**src/rtl/imem_pkg.sv**
```systemverilog
// Shared types and constants for the loadable LEGv8 instruction memory.
package imem_pkg;

  typedef enum logic [1:0] {
    IDLE = 2'd0,
    LOAD = 2'd1,
    RUN  = 2'd2
  } imem_state_t;

  // CBZ XZR,0: spins in place, so loaders pad unused words with it.
  localparam logic [31:0] HALT_INSN = 32'hb400001f;

endpackage

```
**src/rtl/imem_ram.sv**
```systemverilog
// Single write port, synchronous read port word array; contents are never reset.
module imem_ram #(
  parameter int unsigned N     = 32,
  parameter int unsigned DEPTH = 64,
  parameter int unsigned AW    = $clog2(DEPTH)
) (
  input  logic          clk_i,
  input  logic          we_i,
  input  logic [AW-1:0] waddr_i,
  input  logic [N-1:0]  wdata_i,
  input  logic          re_i,
  input  logic [AW-1:0] raddr_i,
  output logic [N-1:0]  rdata_o
);

  logic [N-1:0] mem_q [DEPTH];
  logic [N-1:0] rdata_q;

  // Read register only updates on a read, so the last fetched word is held.
  always_ff @(posedge clk_i) begin
    if (we_i) begin
      mem_q[waddr_i] <= wdata_i;
    end
    if (re_i) begin
      rdata_q <= mem_q[raddr_i];
    end
  end

  assign rdata_o = rdata_q;

endmodule

```
**src/rtl/imem_prog.sv**
```systemverilog
// Loadable instruction memory: streams a program image in over valid/ready, then serves
// registered fetches with range checking against the number of words loaded.
module imem_prog
  import imem_pkg::*;
#(
  parameter int unsigned N     = 32,
  parameter int unsigned DEPTH = 64,
  parameter int unsigned AW    = $clog2(DEPTH)
) (
  input  logic          clk,
  input  logic          reset,
  input  logic          prog_en,
  input  logic          prog_valid,
  input  logic [N-1:0]  prog_data,
  output logic          prog_ready,
  output logic          prog_done,
  output logic [AW:0]   prog_count,
  input  logic          fetch_req,
  input  logic [AW-1:0] addr,
  output logic [N-1:0]  q,
  output logic          q_valid,
  output logic          oob_err,
  output logic          busy
);

  localparam logic [AW:0] DepthW = DEPTH[AW:0];
  localparam logic [AW:0] OneW   = {{AW{1'b0}}, 1'b1};

  imem_state_t state_q, state_d;
  logic [AW:0] wptr_q, wptr_d;
  logic [AW:0] count_q, count_d;
  logic        q_valid_q, q_valid_d;
  logic        oob_q, oob_d;
  logic        done_q, done_d;
  logic        zero_q, zero_d;

  logic        accept;
  logic        ram_we;
  logic        ram_re;
  logic [AW:0] addr_ext;
  logic [N-1:0] ram_rdata;

  assign addr_ext = {1'b0, addr};
  assign prog_ready = (state_q == LOAD) && (wptr_q < DepthW);
  assign accept = prog_ready && prog_valid;

  always_comb begin
    state_d   = state_q;
    wptr_d    = wptr_q;
    count_d   = count_q;
    q_valid_d = 1'b0;
    oob_d     = 1'b0;
    done_d    = 1'b0;
    zero_d    = zero_q;
    ram_we    = 1'b0;
    ram_re    = 1'b0;

    unique case (state_q)
      IDLE: begin
        if (prog_en) begin
          state_d = LOAD;
          wptr_d  = '0;
        end
      end
      LOAD: begin
        if (accept) begin
          ram_we = 1'b1;
          wptr_d = wptr_q + OneW;
        end
        // Either the loader ends early or the last slot has just been written.
        if (!prog_en || (accept && (wptr_q == (DepthW - OneW)))) begin
          state_d = RUN;
          count_d = wptr_d;
          done_d  = 1'b1;
        end
      end
      RUN: begin
        if (prog_en) begin
          state_d = LOAD;
          wptr_d  = '0;
          count_d = '0;
        end else if (fetch_req) begin
          q_valid_d = 1'b1;
          oob_d     = (addr_ext >= count_q);
          zero_d    = oob_d;
          ram_re    = !oob_d;
        end
      end
      default: begin
        state_d = IDLE;
      end
    endcase
  end

  always_ff @(posedge clk) begin
    if (reset) begin
      state_q   <= IDLE;
      wptr_q    <= '0;
      count_q   <= '0;
      q_valid_q <= 1'b0;
      oob_q     <= 1'b0;
      done_q    <= 1'b0;
      zero_q    <= 1'b1;
    end else begin
      state_q   <= state_d;
      wptr_q    <= wptr_d;
      count_q   <= count_d;
      q_valid_q <= q_valid_d;
      oob_q     <= oob_d;
      done_q    <= done_d;
      zero_q    <= zero_d;
    end
  end

  imem_ram #(
    .N     (N),
    .DEPTH (DEPTH),
    .AW    (AW)
  ) u_ram (
    .clk_i   (clk),
    .we_i    (ram_we),
    .waddr_i (wptr_q[AW-1:0]),
    .wdata_i (prog_data),
    .re_i    (ram_re),
    .raddr_i (addr),
    .rdata_o (ram_rdata)
  );

  // zero_q masks the unreset read register and forces 0 after an out-of-range fetch.
  assign q          = zero_q ? '0 : ram_rdata;
  assign q_valid    = q_valid_q;
  assign oob_err    = oob_q;
  assign prog_done  = done_q;
  assign prog_count = count_q;
  assign busy       = (state_q == LOAD);

endmodule
```
**config.mk**
```make
export PLATFORM = sky130hd
export DESIGN_NAME = imem_prog
export DESIGN_NICKNAME = d
export VERILOG_FILES = /design/src/rtl/imem_pkg.sv /design/src/rtl/imem_ram.sv /design/src/rtl/imem_prog.sv
export SDC_FILE = /design/constraint.sdc
export NUM_CORES = 2
export LEC_CHECK = 0
export ABC_AREA = 0
export CORE_MARGIN = 2
export CORE_UTILIZATION = 55
export DETAILED_ROUTE_END_ITERATION = 10
export PLACE_DENSITY_LB_ADDON = 0.3
export SYNTH_ARGS = -nofsm -noshare
export SYNTH_HDL_FRONTEND = slang
export SYNTH_SLANG_ARGS = --single-unit
```
**constraint.sdc**
```tcl
create_clock -name clk -period 5.2 [get_ports clk]
set_input_delay 1.04 -clock clk [delete_from_list [all_inputs] [get_ports clk]]
set_output_delay 1.04 -clock clk [all_outputs]
set_load 0.1 [all_outputs]
```
* After elaboration in Yosys (flattened, before gate mapping)
Memories as Yosys holds them, arrays and structs flattened. A register that Yosys moved wholly into a read port is not among the register bits.
Cells that the tools add are included.
** Operators by class
- Bitwise operators :: 4
- Equality and inequality tests :: 6
- Reductions and logical operators :: 17
- Magnitude comparators :: 2
- Multipliers :: 0
- $add $sub $neg :: 1
- Div/mod/pow operators :: 0
- Muxes and demuxes :: 18
- Shift-type cells :: 0
** Operators with widths (number)
- 32-bit two-way mux :: 1
- 7-bit case mux with 2 select lines :: 2
- 7-bit two-way mux :: 3
- 1-bit two-way mux :: 9
- 7-bit by 1-bit adder with 7-bit output, second input constant :: 1
- 7-bit by 6-bit equality test with 1-bit output, second input constant :: 1
- 6-bit by 7-bit greater-or-equal comparator with 1-bit output :: 1
- 7-bit less-than comparator, second input constant :: 1
- 3-bit AND reduction :: 2
- 2-bit two-way mux :: 2
- 2-bit by 1-bit != test with 1-bit output, second input constant :: 2
- 1-bit NOT :: 4
- 2-bit case mux with 2 select lines :: 1
- 2-bit AND reduction :: 2
- 2-bit nonzero test :: 2
- 2-bit OR reduction :: 2
- 4-bit OR reduction :: 1
- 1-bit logical AND :: 3
- 3-bit OR reduction :: 1
- 2-bit by 1-bit equality test with 1-bit output, second input constant :: 1
- 2-bit equality test, second input constant :: 1
- 1-bit zero test :: 2
- 2-bit zero test :: 1
- 2-bit != test, second input constant :: 1
- 1-bit logical OR :: 1
** Word-level totals
- Register bits :: 20
- Word-level logic and storage cells :: 56
- Bits of input ports :: 43
- Output and inout bits :: 44
- Memory bits (read-only) :: 0
- Bits in writable memories :: 2048
- Memories kept :: 1
- Latch bits :: 0
** Memory list
- u_ram.mem_q :: words 64, width 32, rd ports 1, clocked after memory_dff 1, wr ports 1, RTL line imem_ram.sv:16 : logic [N-1:0] mem_q [DEPTH];

* Longest topological paths before layout
- Depth in word-level cells :: 7
- Mapped depth :: 13

* Cells and area by module
Synthesis repeated with hierarchy kept, for this count alone.
** Second synthesis, totals
- Cell total of the unflattened synthesis :: 3488
- Area total of the unflattened synthesis :: 80111.8 um^2
** By module, submodules not included
- imem_ram :: sequential area each 62459.9 um^2, cells each 3324, times used 1, area an instance 78835.6 um^2
- imem_prog :: sequential area each 400.4 um^2, cells each 164, times used 1, area an instance 1276.2 um^2

* Worst setup path after synthesis
No wires, ideal clock.
- Path type :: input to register
- Start :: input addr[0]
- End :: register u_ram.rdata_q[0], in the netlist u_ram.rdata_o[0] (read register of u_ram.mem_q) (enable)
- Slack :: 114 ps
- Setup time :: 432 ps
- Stages on the path :: 13
- Arrival time :: 4655 ps
- Data required time :: 4768 ps
- Buffers on the path :: 5
- Path through :: clkbuf_2 -> buf_6 -> buf_6 -> buf_4 -> buf_2 -> inv_1 -> ha_1 -> nand2b_1 -> a21o_1 -> a21o_1 -> a211oi_1 -> o21bai_1 -> a21oi_1
** On the way
- Longest elaborated chain between the ends :: 5
** Ends and longest elaborated chain
- start, declared :: RTL line imem_prog.sv:19 : input logic [AW-1:0] addr,
- 6-bit by 7-bit greater-or-equal comparator with 1-bit output :: RTL line imem_prog.sv:84 : oob_d = (addr_ext >= count_q);
- 1-bit zero test :: RTL line imem_prog.sv:86 : ram_re = !oob_d;
- 1-bit two-way mux :: RTL line imem_prog.sv:82 : end else if (fetch_req) begin
- 1-bit two-way mux :: RTL line imem_prog.sv:78 : if (prog_en) begin
- 1-bit two-way mux :: RTL line imem_prog.sv:58 : unique case (state_q)
- net ram_re :: RTL line imem_prog.sv:39 : logic ram_re;
- end, declared :: RTL line imem_ram.sv:17 : logic [N-1:0] rdata_q;
The timed path passes the listed nets, and every way through them passes these cells.
A chain may end at the register's enable or synchronous reset.

* Final worst setup path
- Start :: register state_q[1]
- End :: output prog_ready
** On the way
- Longest elaborated chain between the ends :: 2
** Ends and longest elaborated chain
- start, declared :: RTL line imem_prog.sv:29 : imem_state_t state_q, state_d;
- start signal, assigned :: RTL line imem_prog.sv:105 : state_q <= state_d;
- 2-bit by 1-bit equality test with 1-bit output :: RTL line imem_prog.sv:44 : assign prog_ready = (state_q == LOAD) && (wptr_q < DepthW);
- 1-bit logical AND :: RTL line imem_prog.sv:44
- end, declared :: RTL line imem_prog.sv:15 : output logic prog_ready,
No other way between the ends.

==> flow_summary.ini <==
[clock_network]
clkLatencyLatePin_ns = 0.83
cts_hold_buffers = 0
cts_sinks = 2100
cts_setup_buffers = 0
path_clk_slew_ns = 0.06
cts_root_buf = clkbuf_16
cts_buffers = 202
cts_resized = 0
cts_tree = yes
ctsHtreeMaxLevel = 4
cts_buffer_depth = 3

[floorplanning]
die_w_um = 386
die_h_um = 386
rows = 140
initial_core_util_pct = 55.3
ios = 87
core_area_sq_mm = 0.145
fp.dieArea_sq_mm = 0.149

[pwr]
leakagePower_nw = 28.3
clkPwrFrac_pct = 41.1
p_switching_mw = 7.16
total_power_mw = 34.4
power_frac_comb_pct = 4.8
switching_share_pct = 20.8
p_seq_share_pct = 54.1
cellPowerDensity_mw_per_mm2 = 377
irDropWorstVdd_mv = 0.292
intPower_mw = 27.2

[drt]
firstDrtPassIters = 6
finalWirelength_mm = 201
drc = 0
wl_per_cell_um = 34.1
vias_per_cell = 6.61
vias = 38900
ant_nets = 0
dr.first_iter.drc_count = 5816

[final_layout]
fin_cells = 5881
fin_util_pct = 62.8
register_area_sq_mm = 0.0629
nets = 3840
final_common_cell = edfxtp_1
design_area_sq_mm = 0.0913
multi_input_area_sq_mm = 0.0170
final_cell_mix = 2080 x edfxtp_1, 563 x mux4_2, 209 x clkbuf_16, 142 x buf_4, 126 x nand2_1
drive_above_1_share_pct = 28.9
area_growth_pct = 13.6
fillers = 9587

[yosys]
synthMuxAreaShare_pct = 16.7
synth_flop_cell = edfxtp_1
synth_cell_types = 46
ys_warn_count = 0
synth_fa_ha_area_share_pct = 0.109
synthesis.nets = 3556
ys_seq_area_share_pct = 78.2
synth_simple_gate_area_share_pct = 1.99
synth-compound-area-share_pct = 1.74
ys_seq_elements = 2100
synth_area_sq_mm = 0.0804
netlist_instances = 3506
synthXorXnorAreaFrac_pct = 0.0436
synth_top_family_by_area = multiplexers
syn_avg_cell_area_sq_um = 22.9
synth_edf_count = 2080
synthArstFlopShare_pct = 0

[outcome]
outcome = completed

[sta]
period_needed_ns = 4.11
max_slew_margin_pct = 18.3
finalWorstSetupSlack_ns = 1.09
finalCritPeriodShare_pct = 79.1
drv_slew = 0
rsz0062_at_grt = false
hold_viol = 0
tightestPinTransition_ns = 1.22
fmax_mhz = 243
setup_viol = 0
holdWs_ns = 0.534
fin_tns_setup_ns = 0
finClkSkew_ns = 0.0411

[worst_setup_path]
reg2reg_from = state_q[0]$_SDFFE_PP0P_
cp-endpoint = prog_ready
end_kind = primary output
startpoint = state_q[1]$_SDFFE_PP0P_
cp_max_fo = 7
cp_data_arrival_time_ns = 3.07
crit_type = reg -> out
critPathLaunchType = flip-flop
reg2reg_depth = 6
rr_endpoint = u_ram.mem_q[1][27]$_DFFE_PP_
rrSetupSlack_ns = 1.91
cp_data_required_time_ns = 4.16

[grt]
grt_pass1_wl_mm = 286
antenna_found_initial = 16
gr-total-overflow = 0
grt_max_degree = 74
grt_pass1_vias = 38500
grt_util_all_layers_pct = 27.5

[place]
place_inst = 5503
pre_cts_ws_ns = 0.803
post-dp-hpwl_mm = 114
port_buffers = 86
post_dp_cell_area_sq_mm = 0.0850
gp_congestion = 0.910

[job]
cap_violations = 0

[hold_path]
hold_class = reg -> reg
whs_path_depth = 1
area by class of cell:
type                    instances  area share, %
multi-input cells            1203           18.6
clock inverters               107          0.987
flip-flops and latches       2100           68.8
inverters                      13         0.0534
well taps                    1917           2.63
diodes                          7         0.0192
clock buffers                 264           5.95
repair buffers                270           2.89
worst max-delay path, cell delays in order, from the launching register on:
cell             delay, ns
dfxtp_1               0.40
nand2b_1              0.27
nor2_1                0.35
clkdlybuf4s50_1       1.23
synthesized netlist by cell type, types with 10 or more instances:
| library cell | instances | area share (%) |
|---|---|---|
| nor2b_1 | 60 | 0.47 |
| o21ai_0 | 16 | 0.10 |
| buf_4 | 34 | 0.32 |
| mux2_2 | 22 | 0.31 |
| buf_2 | 43 | 0.27 |
| inv_1 | 12 | 0.056 |
| o22ai_1 | 30 | 0.23 |
| mux2i_1 | 46 | 0.57 |
| and2_1 | 10 | 0.078 |
| a31oi_1 | 22 | 0.17 |
| buf_1 | 20 | 0.093 |
| nor2_1 | 118 | 0.55 |
| a211oi_1 | 25 | 0.23 |
| mux4_2 | 563 | 16 |
| clkbuf_1 | 83 | 0.39 |
| nand3_1 | 18 | 0.11 |
| a21oi_1 | 38 | 0.24 |
| nand2_1 | 126 | 0.59 |
| a32oi_1 | 17 | 0.19 |
| a22oi_1 | 21 | 0.20 |
| edfxtp_1 | 2080 | 78 |
| dfxtp_1 | 20 | 0.50 |
sequential cells by signal, indices dropped and copies added (netlist names):
register	cells
oob_err	1
prog_count	7
prog_done	1
q_valid	1
state_q	2
u_ram.mem_q	2048
u_ram.rdata_o	32
wptr_q	7
zero_q	1
cell families (layout without fill, tap and decap cells):
logic type / after synthesis / count (layout)
simple gates: 356 / 356
fa+ha+maj: 7 / 7
mux: 631 / 631
xor+xnor: 4 / 4
compound gates: 205 / 205
other cells: 0 / 7
buf+inv: 203 / 654
flops: 2100 / 2100
per-layer routing:
layer  share of wire, %  up-vias  routed length [um]  track usage, %
met5              0.024        -                  49               0
met4                2.9        8                5750            8.17
met3                 11      297               22100            6.37
met2                 48     2366               95500            42.4
met1                 39    20800               77400            39.9
li1                   -    15400                   -               -
power by group through the flow:
stage               clock network, mW  registers, mW  logic, mW
floorplan                           0           19.0      0.885
global placement                    0           19.0       1.61
finish                           14.1           18.6       1.64
global route                     14.9           18.6       1.72
detailed placement                  0           19.0       1.64
CTS                              14.3           18.6       1.64
worst min path at each step:
stage	to	slack [ns]	from
4_1_cts	zero_q$_SDFFE_PP1P_	0.52	zero_q$_SDFFE_PP1P_
2_1_floorplan	state_q[1]$_SDFFE_PP0P_	0.49	state_q[1]$_SDFFE_PP0P_
3_5_place_dp	zero_q$_SDFFE_PP1P_	0.48	zero_q$_SDFFE_PP1P_
3_3_place_gp	zero_q$_SDFFE_PP1P_	0.48	zero_q$_SDFFE_PP1P_
5_1_grt	zero_q$_SDFFE_PP1P_	0.53	zero_q$_SDFFE_PP1P_
6_report	zero_q$_SDFFE_PP1P_	0.53	zero_q$_SDFFE_PP1P_
Power figures use the tool's default switching activity.
